**src/rtl/fir_sample_ring.sv**
```systemverilog
// Sample history ring for an FIR engine, stored in an external single-port dmem.
// Tap reads take priority over sample writes; every tap result arrives exactly three cycles after its request.
module fir_sample_ring #(
   parameter int DEPTH = 10240,
   parameter int AW    = 14,
   parameter int DW    = 16
) (
   input  logic          clk,
   input  logic          rst_n,
   input  logic          clr,
   input  logic          in_valid,
   output logic          in_ready,
   input  logic [DW-1:0] in_data,
   input  logic          rd_req,
   input  logic [AW-1:0] rd_ofs,
   output logic          rd_valid,
   output logic [DW-1:0] rd_data,
   output logic [AW-1:0] count,
   output logic          mem_cen,
   output logic          mem_wen,
   output logic [AW-1:0] mem_a,
   output logic [DW-1:0] mem_d,
   input  logic [DW-1:0] mem_q
);

   localparam logic [AW:0]   DEPTH_X = (AW+1)'(DEPTH);
   localparam logic [AW:0]   ONE_X   = (AW+1)'(1);
   localparam logic [AW-1:0] DEPTH_C = AW'(DEPTH);
   localparam logic [AW-1:0] LAST    = AW'(DEPTH - 1);

   logic [AW-1:0] wp;
   logic [AW-1:0] wp_next;
   logic          wr_acc;
   logic          rd_hit;
   logic [AW:0]   rd_sum;
   logic [AW-1:0] rd_addr;
   logic          s1_v, s1_hit, s2_v, s2_hit;

   // Handshake: a sample transfers on a rising edge where in_valid && in_ready; a tap
   // request (rd_req) is always taken and owns the memory slot, so it deasserts in_ready.
   assign in_ready = rst_n & ~rd_req & ~clr;
   assign wr_acc   = in_valid & in_ready;
   assign rd_hit   = rd_req & ~clr & (rd_ofs < count);

   // Newest sample lives at wp-1; the sum is kept non-negative by adding DEPTH first.
   assign rd_sum  = {1'b0, wp} + DEPTH_X - ONE_X - {1'b0, rd_ofs};
   assign rd_addr = (rd_sum >= DEPTH_X) ? AW'(rd_sum - DEPTH_X) : AW'(rd_sum);
   assign wp_next = (wp == LAST) ? '0 : wp + AW'(1);

   always_ff @(posedge clk or negedge rst_n) begin
      if (!rst_n) begin
         wp    <= '0;
         count <= '0;
      end else if (clr) begin
         wp    <= '0;
         count <= '0;
      end else if (wr_acc) begin
         wp <= wp_next;
         if (count != DEPTH_C) count <= count + AW'(1);
      end
   end

   always_ff @(posedge clk or negedge rst_n) begin
      if (!rst_n) begin
         mem_cen <= 1'b1;
         mem_wen <= 1'b1;
         mem_a   <= '0;
         mem_d   <= '0;
      end else begin
         mem_cen <= 1'b1;
         mem_wen <= 1'b1;
         mem_a   <= '0;
         mem_d   <= '0;
         if (rd_hit) begin
            mem_cen <= 1'b0;
            mem_a   <= rd_addr;
         end else if (wr_acc) begin
            mem_cen <= 1'b0;
            mem_wen <= 1'b0;
            mem_a   <= wp;
            mem_d   <= in_data;
         end
      end
   end

   // Misses travel the same pipeline as hits so results stay in request order.
   always_ff @(posedge clk or negedge rst_n) begin
      if (!rst_n) begin
         s1_v     <= 1'b0;
         s1_hit   <= 1'b0;
         s2_v     <= 1'b0;
         s2_hit   <= 1'b0;
         rd_valid <= 1'b0;
         rd_data  <= '0;
      end else begin
         s1_v     <= rd_req;
         s1_hit   <= rd_hit;
         s2_v     <= s1_v;
         s2_hit   <= s1_hit;
         rd_valid <= s2_v;
         rd_data  <= s2_hit ? mem_q : '0;
      end
   end

endmodule

```
**config.mk**
```make
export PLATFORM = sky130hd
export DESIGN_NAME = fir_sample_ring
export DESIGN_NICKNAME = d
export VERILOG_FILES = /design/src/rtl/fir_sample_ring.sv
export SDC_FILE = /design/constraint.sdc
export NUM_CORES = 1
export LEC_CHECK = 0
export BUFFER_PORTS_ARGS = -buffer_cell sky130_fd_sc_hd__buf_2
export CORE_MARGIN = 5
export CORE_UTILIZATION = 51
export CTS_CLUSTER_SIZE = 14
export DETAILED_ROUTE_END_ITERATION = 12
export HOLD_SLACK_MARGIN = 0.1
export PLACE_DENSITY = 0.77
export SLEW_MARGIN = 20
export SYNTH_ARGS = -nofsm -noshare
export SYNTH_HDL_FRONTEND = slang
export SYNTH_SLANG_ARGS = --single-unit
```
**constraint.sdc**
```tcl
create_clock -name clk -period 6.83 [get_ports clk]
set_input_delay 1.0245 -clock clk [delete_from_list [all_inputs] [get_ports clk]]
set_output_delay 1.0245 -clock clk [all_outputs]
set_load 0.005 [all_outputs]
```
# Word-level counts from Yosys, hierarchy flattened
# Cells that the tools add are included.
[word_totals]
regBits = 81
input_bits = 51
out_inout_bits = 64
[classes]
addsub = 6
n_lt_le_gt_ge = 2
n_eq_ne = 2
muxes = 15
n_bitwise = 7
n_reduce_logical = 3
[ops]
columns = ["operator", "n"]
rows = [
  ["$mux W14", 9],
  ["$mux W16", 3],
  ["$add A14 B1 Y14 const B", 2],
  ["$add A14 B14 Y15 const B", 1],
  ["$ge A15 B14 Y1 const B", 1],
  ["$sub A15 B1 Y15 const B", 1],
  ["$sub A15 B14 Y15", 1],
  ["$eq A14 B14 Y1 const B", 1],
  ["$lt A14 B14 Y1", 1],
  ["$ne A14 B14 Y1 const B", 1],
  ["$sub A14 B14 Y14 const B", 1],
  ["$and A1 B1 Y1", 5],
  ["$reduce_bool A2 Y1", 2],
  ["$mux W1", 3],
  ["$not A1 Y1", 2],
  ["$reduce_and A2 Y1", 1],
]

# Depth between registers and ports, before layout
# Gate-level depths: netlist of run 1.
[depth]
depth_word = 6
depth_mapped = 16
depth_no_buf = 16

# Worst setup path before layout of run 1
# Ideal clock, no wire load.
[synth_timing]
kind = "input -> register"
startpoint = "in rd_ofs[1]"
endpoint = "reg mem_a[12]"
setup_ns = 0.126
arrival_time_ns = 3.960
path_slack_ns = 2.744
cell_stages = 15
path_buffers = 0
path_cell_list = "inv_1 -> ha_1 -> ha_1 -> fa_1 -> a211oi_1 -> o21ai_1 -> a31oi_1 -> and2_1 -> xor2_1 -> ha_1 -> nor2b_1 -> mux2_2 -> nor3_2 -> o21a_1 -> o21ai_1"
[synth_between]
elab_chain_len = 4
[synth_rtl]
columns = ["item", "line", "rtl"]
rows = [
  ["from (decl)", "15", "input logic [AW-1:0] rd_ofs,"],
  ["$sub A15 B14 Y15", "46", "assign rd_sum = {1'b0, wp} + DEPTH_X - ONE_X - {1'b0, rd_ofs};"],
  ["$sub A14 B14 Y14 / $ge A15 B14 Y1 (equally long branches)", "47", "assign rd_addr = (rd_sum >= DEPTH_X) ? AW'(rd_sum - DEPTH_X) : AW'(rd_sum);"],
  ["$mux W14", "47", ""],
  ["$mux W14 (*)", "74", "if (rd_hit) begin"],
  ["to (signal assigned)", "76", "mem_a <= rd_addr;"],
  ["to (signal assigned)", "80", "mem_a <= wp;"],
  ["to (decl)", "21", "output logic [AW-1:0] mem_a,"],
]
# Every way passes the cells marked *; elsewhere a longest branch is shown, timed or not.
# A chain may end at the register's enable or synchronous reset.

# Worst setup path in the final report of run 1
[layout_timing]
startpoint = "in rd_ofs[1]"
endpoint = "reg mem_a[11]"
# Same word-level chain as after synthesis.

==> run metrics, run 1 <==
run status completed; Mapped Avg Cell Area approximately 10 um^2; combined area of all synthesized cells 4424 um^2; clock period minus final worst setup slack between 4 and 5 ns; cell count of the worst reg-to-reg path 14; total CTS buffers 9; clock tree from TritonCTS yes; min-delay worst type register to register; Critical R2R Launch wp[1]$_DFFE_PN0P_; global-route wire length before repair 16530 um; antenna diode instance count 0; Initial Utilization 0.5149; DR DRC count 0; fillcell total 750; final critical-path setup slack 2.615 ns; max-slew violation total from the final report 0; core area between 8000 and 9000 um^2; Worst IR Drop VDD 78.11 uV; I/O pin count 115; worst hold margin between 0.3 and 0.4 ns; gr ovfl total 0; flip-flop and latch count after synthesis 81; remaining antenna violation count 0; Total Negative Setup Slacks 0 ns; count of cell types in the netlist 53; synthesized instance count ~440; ys flop type dfrtp_1; vias in the first global route 3571; sum of net half-perimeters after detailed placement 8001 um; class of the most critical setup path input port to register; fin nets 653; Data required, critical path a little over 7 ns; CTS Hold Buffers Added 0; maximum count of clock buffers along a single path 2; worst slew margin relative to its limit 0.3861; cell types with the largest area share after synthesis dfrtp_1, ha_1, and2_1; cells resized by post-CTS repair 0; via count of the routed design ~3700; Setup WS pre-CTS 2.260 ns; post-detailed-route wirelength per cell around 16 um; number of design-rule violations left by the first detailed-router iteration about 170; global-route total usage across every layer 0.1999; Die W ~100 um; synthesis-to-finish area growth 20.87%; most common cell after layout, fill and taps aside buf_2; number of nets produced by synthesis between 500 and 600; end of the worst hold path rd_valid$_DFF_PN0_; H-tree depth reported by CTS 3; clock latency reported for the late side of the worst-skew pair 0.36 ns; Achievable Freq ~240 MHz; ratio of final minimum period to clock period 0.6172; RSZ-0062 raised after global routing false; DRT Pass-1 Iters 5; start point of the worst min-delay path s2_v$_DFF_PN0_; worst reg2reg endpoint mem_a[11]$_DFF_PN0_; clock root cell clkbuf_8; largest net degree at the start of global routing 55; CTS clock-pin slew for the worst setup and hold paths about 0.10 ns; hold depth 0; Clock Skews 0.01251 ns; final hold vios 0; fraction of final layout cells with drive strength greater than 1 0.2544; Synth area leader dfrtp_1; Arr. time, crit path about 4.5 ns; number of port buffers between 100 and 150; global placement routability congestion 0.8603; post-synth top area share 0.4468; crit path capture type register; sum of routed wire length over all layers 10580 um; leading cell types in the layout, fill and taps excluded buf_2, dfrtp_1, ha_1, inv_1, and2_1; die boundary height roughly 100 um; average vias per placed instance 5.452; asr flop ratio synth 1.000; EDFF count, synth 0; nature of the critical path startpoint input port; Seq/Total Area, Yosys 0.4587; number of buffers inserted to repair setup after CTS 0; Die ar. ~11000 um^2; maxcap violations 0; Final Setup Violations 0; Yosys warning total 0; clock net sink count between 80 and 90; placement row count 34; antenna violations before repair 0; worst reg-to-reg setup slack about 3.0 ns; total power per unit cell area around 190 nW/um^2; Leakage about 2.8 nW; Critical Path Fanout Max 6; Worst Tran Pin Value 0.9089 ns
synthesized netlist by cell type (3+ instances only):
cell type  count
o211ai_1       5
ha_1          44
o21ai_1        3
o21ai_0       21
nand2b_1       4
nand2_1       19
nor3_1         7
nand3_1       13
a22o_1         8
and2_1        38
a211oi_1       5
a21o_1         6
nor2_1        28
a21oi_1       16
nand4_1        9
nor2b_1        4
clkbuf_1       9
inv_1         40
or3_1          4
o31ai_1        3
dfrtp_1       79
xnor2_1       21
and3_1         8
xor2_1         5
a31oi_1        5
o21bai_1       3
power by group:
part           total (mW)  internal (mW)  switching [mW]  leakage (nW)
Sequential          0.491          0.488         0.00379          1.11
Combinational      0.0964         0.0406          0.0557          1.60
Clock               0.409          0.212           0.197         0.113
layer usage:
metal | wire length (um) | track usage | vias to the layer above
li1 | - | - | 1770
met1 | 4659 | 0.2545 | 1742
met2 | 5007 | 0.3350 | 128
met3 | 774 | 0.04601 | 13
met4 | 143 | 0.06873 | 0
met5 | 0 | 0 | -
area by class of cell:
class                           count  area [um^2]  share of cell area
Multi-Input combinational cell    308         2208              0.4130
Sequential cell                    81         2029              0.3795
Timing Repair Buffer              117        595.6              0.1114
Inverter                           40        150.1             0.02808
Tap cell                          108        135.1             0.02527
Clock buffer                        9        123.9             0.02316
Clock inverter                      7        105.1             0.01965
sequential cells by signal, summed over array words and instances, names as in the netlist:
| register | cells |
|---|---|
| s2_hit | 1 |
| mem_a | 14 |
| count | 14 |
| rd_valid | 1 |
| mem_cen | 1 |
| s1_v | 1 |
| rd_data | 16 |
| mem_d | 16 |
| s2_v | 1 |
| wp | 14 |
| s1_hit | 1 |
| mem_wen | 1 |
worst max-delay path, stage by stage:
cell,delay [ns]
buf_2,0.09
inv_1,0.04
ha_1,0.28
ha_1,0.24
fa_1,0.44
a211oi_1,0.36
o21ai_1,0.15
a31oi_1,0.24
and2_1,0.17
xor2_1,0.27
ha_1,0.30
nor2b_1,0.06
mux2_2,0.27
nor3_2,0.28
o311ai_2,0.16
o221ai_1,0.09
kinds of logic (layout without fill, tap and decap cells):
family	after synthesis	count (layout)	synth area share
AO/OA/AOI/OAI	89	89	0.1343
buffers and inverters	50	173	0.04270
adder cells (fa/ha/maj)	45	45	0.1290
AND/OR/NAND/NOR	146	146	0.1790
XOR/XNOR	26	26	0.05147
multiplexers	2	2	0.004808
flip-flops	81	81	0.4587
worst max path at each step:
stage,start,endpoint,slack (ns),cells after the start
after floorplan,rd_ofs[1],mem_a[12]$_DFF_PN0_,2.74,15
final,rd_ofs[1],mem_a[11]$_DFF_PN0_,2.61,16
after global placement,rd_ofs[1],mem_a[12]$_DFF_PN0_,2.42,16
after global routing,rd_ofs[1],mem_a[11]$_DFF_PN0_,2.34,16
after detailed placement,rd_ofs[1],mem_a[12]$_DFF_PN0_,2.26,16
after CTS,rd_ofs[1],mem_a[11]$_DFF_PN0_,2.64,16
metrics by stage:
| stage | util | total power, mW | instances | area [um^2] |
|---|---|---|---|---|
| floorplan | - | 0.5503 | 439 | 4424 |
| global placement | 0.5957 | 0.5943 | 654 | 5119 |
| detailed placement | 0.5957 | 0.5974 | 654 | 5119 |
| CTS | 0.6223 | 1.008 | 670 | 5348 |
| global route | 0.6223 | 1.044 | 670 | 5348 |
| finish | 0.6223 | 0.9970 | 670 | 5348 |
Power figures use the tool's default switching activity.
==> run 2: changes to the inputs <==
Clock period 6.83 ns to 4.3 ns, I/O delays scaled along.
==> run 2 against run 1 <==
  * Die area did not move
  * Clock-buffer cell count did not move
  * First-iteration DRC count fell by 1.7%
  * Sequential power rose by 59%
  * Sequential share of layout area rose by 0.15 points
  * Utilization fell by 0.25 points
  * Non-clock buffer count did not move
  * Cell count did not move
  * Global-route usage fell by 0.36 points
  * Combinational power rose by 58%
  * Largest cell class unchanged
==> run metrics, run 2 (synthesis gave the netlist of run 1 again) <==
cells resized by post-CTS repair 0; core area 8593 um^2; cell type group with the largest total delay on the critical path adder cells; worst reg-to-reg setup slack about 0.35 ns; Critical Path Fanout Max 6; CTS Hold Buffers Added 0; maximum count of clock buffers along a single path 2; placement row count 34; portion of total power attributed to the clock network 0.388; largest net degree at the start of global routing between 70 and 80; DRT Pass-1 Iters 4; via count of the routed design ~3600; Data required, critical path around 4.5 ns; fraction of power spent switching nets 0.2662; Achievable Freq around 250 MHz; total CTS buffers 9; most common cell after layout, fill and taps aside buf_2; combined flip-flop and latch cell area approximately 2000 um^2; fillcell total between 700 and 800; min-delay worst type input port to asynchronous set/reset pin; DR DRC count 0; remaining antenna violation count 0; global placement routability congestion 0.8343; vias in the first global route between 3000 and 4000; critical path's most frequent cell ha_1; RSZ-0062 raised after global routing false; synthesis-to-finish area growth 20.39%; PnR Total Power 1.522 mW; Largest regs mem_d x16, rd_data x16; run status completed; leading cell types in the layout, fill and taps excluded buf_2, dfrtp_1, ha_1, inv_1, and2_1; total power per unit cell area approximately 290 nW/um^2; worst slew margin relative to its limit 0.2998; global-route wire length before repair 16410 um; die boundary height 103.1 um; beginning of the critical path wp[1]$_DFFE_PN0P_; max-slew violation total from the final report 0; number of design-rule violations left by the first detailed-router iteration ~170; clock tree from TritonCTS yes; ratio of final minimum period to clock period 0.9196; Seq pwr share 0.512; H-tree depth reported by CTS 3; Total Negative Setup Slacks 0 ns; clock root cell clkbuf_8; cell with the largest stage delay on the worst path dfrtp_1; fin nets between 600 and 700; fraction of final layout cells with drive strength greater than 1 0.2544; I/O pin count 115; worst reg2reg endpoint mem_a[12]$_DFF_PN0_; Die W between 100 and 150 um; Die ar. between 10000 and 15000 um^2; cell count of the worst reg-to-reg path 14; cell internal pwr 1.117 mW; largest stage delay on the critical path 0.44 ns; antenna diode instance count 0; average vias per placed instance 5.346; clock net sink count 81; Final Setup Violations 0; Clock Skews ~0.0098 ns; gr ovfl total 0; class of the most critical setup path register to register; cell breakdown of the critical path ha_1, ha_1, fa_1, a211oi_1, o21ai_1, a31oi_1, and2_1, xor2_1, ha_1, nor2b_1, mux2_2, nor3_2, o21a_1, o21ai_1; worst hold margin between 0.1 and 0.15 ns; Critical R2R Launch wp[1]$_DFFE_PN0P_; clock latency reported for the late side of the worst-skew pair around 0.36 ns; proportion of power drawn by combinational gates 0.100; clock period minus final worst setup slack 3.954 ns; sum of routed wire length over all layers roughly 10000 um; Arr. time, crit path roughly 4.2 ns; buffers plus inverters on the worst setup path 0; sum of net half-perimeters after detailed placement 7858 um; Initial Utilization 0.5149; Worst Tran Pin Value just over 1 ns; Leakage between 2 and 3 nW; antenna violations before repair 0; global-route total usage across every layer 0.1963; post-detailed-route wirelength per cell about 15 um; maxcap violations 0; number of port buffers approximately 110; number of buffers inserted to repair setup after CTS 0; total area of multi-input combinational cells about 2200 um^2; crit path capture type register; nature of the critical path startpoint register; final hold vios 0; Worst IR Drop VDD 154.6 uV; CTS clock-pin slew for the worst setup and hold paths 0.09 ns; net load switching power between 0.4 and 0.5 mW
run 2: changes by cell type in the layout (fill, tap and decap cells not counted), sizes merged:
cell	change
inv	-1
clkinv	+2
bufinv	-1
run 2: worst max path at each step:
| stage | endpoint | slack [ns] | cells after the start |
|---|---|---|---|
| floorplan | mem_a[12]$_DFF_PN0_ | 0.59 | 15 |
| global placement | mem_a[12]$_DFF_PN0_ | 0.28 | 16 |
| detailed placement | mem_a[12]$_DFF_PN0_ | 0.1 | 16 |
| CTS | mem_a[12]$_DFF_PN0_ | 0.42 | 14 |
| global route | mem_a[12]$_DFF_PN0_ | 0.14 | 14 |
| finish | mem_a[12]$_DFF_PN0_ | 0.35 | 14 |
run 2: cell type report:
class	count	area share
Inverter	40	0.02819
Multi-Input combinational cell	308	0.4146
Sequential cell	81	0.3810
Tap cell	108	0.02537
Clock buffer	9	0.02326
Timing Repair Buffer	117	0.1118
Clock inverter	7	0.01574
run 2: power groups by stage:
stage          clock network (mW)  registers [mW]  logic, mW
2_1_floorplan                   0           0.796     0.0781
3_3_place_gp                    0           0.795      0.149
3_5_place_dp                    0           0.795      0.153
4_1_cts                     0.598           0.780      0.155
5_1_grt                     0.630           0.782      0.174
6_report                    0.590           0.780      0.152
run 2: per-layer routing:
layer / up-vias / track usage / wire (um)
li1: 1768 / - / -
met1: 1666 / 0.2526 / 4457
met2: 127 / 0.3148 / 4565
met3: 21 / 0.04465 / 978
met4: 0 / 0.09064 / 274
met5: - / 0 / 0
run 2: through the flow:
stage	worst slack, ns	util	cell area, um^2	cells
after global placement	0.2820	0.5957	5119	654
final	0.3456	0.6198	5326	670
after CTS	0.4202	0.6198	5326	670
after detailed placement	0.09983	0.5957	5119	654
after floorplan	0.5934	-	4424	439
after global routing	0.1384	0.6198	5326	670
==> run 3: changes to the inputs <==
Clock period 4.3 ns to 4.6 ns, I/O delays scaled along.
==> run 3 against run 2 <==
  * Die area stayed put
  * Power is 6.4% lower
  * Critical path depth is 2 higher
  * Combinational power is 6% lower
  * Worst hold slack better by 0.047 ns
  * Sequential share of layout area stayed put
  * Non-clock buffer count stayed put
  * Global-route usage is 0.25 points higher
  * Largest cell class unchanged
==> run metrics, run 3 (synthesis gave the netlist of run 1 again) <==
worst hold margin 0.1518 ns; largest net degree at the start of global routing 76; final hold vios 0; CTS clock-pin slew for the worst setup and hold paths approximately 0.09 ns; Worst Tran Pin Value around 1 ns; Arr. time, crit path 4.16 ns; Final Setup Violations 0; core area 8593 um^2; number of buffers inserted to repair setup after CTS 0; final critical-path setup slack around 0.7 ns; number of design-rule violations left by the first detailed-router iteration 164; Data required, critical path slightly below 5 ns; max-slew violation total from the final report 0; vias in the first global route ~3500; leading cell types in the layout, fill and taps excluded buf_2, dfrtp_1, ha_1, inv_1, and2_1; sum of net half-perimeters after detailed placement ~8000 um; synthesis-to-finish area growth 20.39%; Placed Cells approximately 650; antenna diode instance count 0; Setup WS pre-CTS approximately 0.36 ns; most common cell after layout, fill and taps aside buf_2; nature of the critical path startpoint input port; sum of routed wire length over all layers roughly 10000 um; gr ovfl total 0; I/O pin count 115; placement row count 34; Critical Path Fanout Max 6; global placement routability congestion approximately 0.84; via count of the routed design 3585; DRT Pass-1 Iters 5; clock tree from TritonCTS yes; run status completed; RSZ-0062 raised after global routing false; DR DRC count 0; maximum count of clock buffers along a single path 2; clock period minus final worst setup slack a little under 4 ns; Cell Count, Final, Fillers Out 670; fraction of final layout cells with drive strength greater than 1 0.2544; Clock Skews about 0.0086 ns; PnR Total Power approximately 1.4 mW; remaining antenna violation count 0; fraction of the core area covered by cells at the end of the flow 0.6198; number of port buffers about 110; Die ar. 10640 um^2; average vias per placed instance 5.351; total power per unit cell area approximately 270 nW/um^2; post-detailed-route wirelength per cell approximately 16 um; total CTS buffers 9; worst slew margin relative to its limit 0.3230; Leakage about 2.8 nW; clock root cell clkbuf_8; fin nets between 600 and 700; ratio of final minimum period to clock period 0.8523; die boundary height between 100 and 150 um; Largest regs mem_d x16, rd_data x16; Initial Utilization 0.5149; global-route wire length before repair around 16000 um; Die W between 100 and 150 um; Achievable Freq about 260 MHz; clock latency reported for the late side of the worst-skew pair ~0.36 ns; Total Negative Setup Slacks 0 ns; min-delay worst type input port to asynchronous set/reset pin; CTS Hold Buffers Added 0; global-route total usage across every layer 0.1988; Area after DPL ~5000 um^2; H-tree depth reported by CTS 3; cells resized by post-CTS repair 0; class of the most critical setup path input port to register; final design instance area without fill between 5000 and 6000 um^2; antenna violations before repair 0; fillcell total between 700 and 800; maxcap violations 0; clock net sink count 81; Worst IR Drop VDD 143.1 uV; crit path capture type register
run 3: worst paths after layout:
path                       cells after the start                   end  slack, ns              start
setup / recovery                              16   mem_a[12]$_DFF_PN0_       0.68          rd_ofs[1]
hold / removal                                 1  count[5]$_DFFE_PN0P_       0.15              rst_n
setup reg to reg                              14   mem_a[12]$_DFF_PN0_       0.70  wp[1]$_DFFE_PN0P_
hold reg to reg                                0    rd_valid$_DFF_PN0_       0.35     s2_v$_DFF_PN0_
max in group asynchronous                      2  count[7]$_DFFE_PN0P_       3.28              rst_n
min in group clk                               0    rd_valid$_DFF_PN0_       0.35     s2_v$_DFF_PN0_
run 3: per-layer routing:
layer  track usage  vias up  wire (um)
met5             0        -          0
met4       0.07470        0        147
met3       0.04533       13        887
met2        0.3251      123       4850
met1        0.2575     1677       4537
li1              -     1772          -
run 3: where the power goes:
part           internal, mW  leakage (nW)  switching [mW]
registers             0.724          1.11         0.00504
logic                0.0604          1.60          0.0823
clock network         0.261         0.103           0.292
total                  1.05          2.81           0.380
run 3: critical path, cell delays in order:
cell,delay [ns]
buf_2,0.09
inv_1,0.04
ha_1,0.28
ha_1,0.24
fa_1,0.43
a211oi_1,0.33
o21ai_1,0.16
a31oi_1,0.23
and2_1,0.17
xor2_1,0.30
ha_1,0.32
nor2b_1,0.07
mux2_2,0.27
nor3_2,0.30
o21a_1,0.18
o21ai_1,0.07
run 3: final cells by class:
class / instances / area, um^2 / share of cell area
clock buffers: 9 / 123.9 / 0.02326
clock inverters: 7 / 83.83 / 0.01574
inverters: 40 / 150.1 / 0.02819
multi-input cells: 308 / 2208 / 0.4146
flip-flops and latches: 81 / 2029 / 0.3810
well taps: 108 / 135.1 / 0.02537
repair buffers: 117 / 595.6 / 0.1118
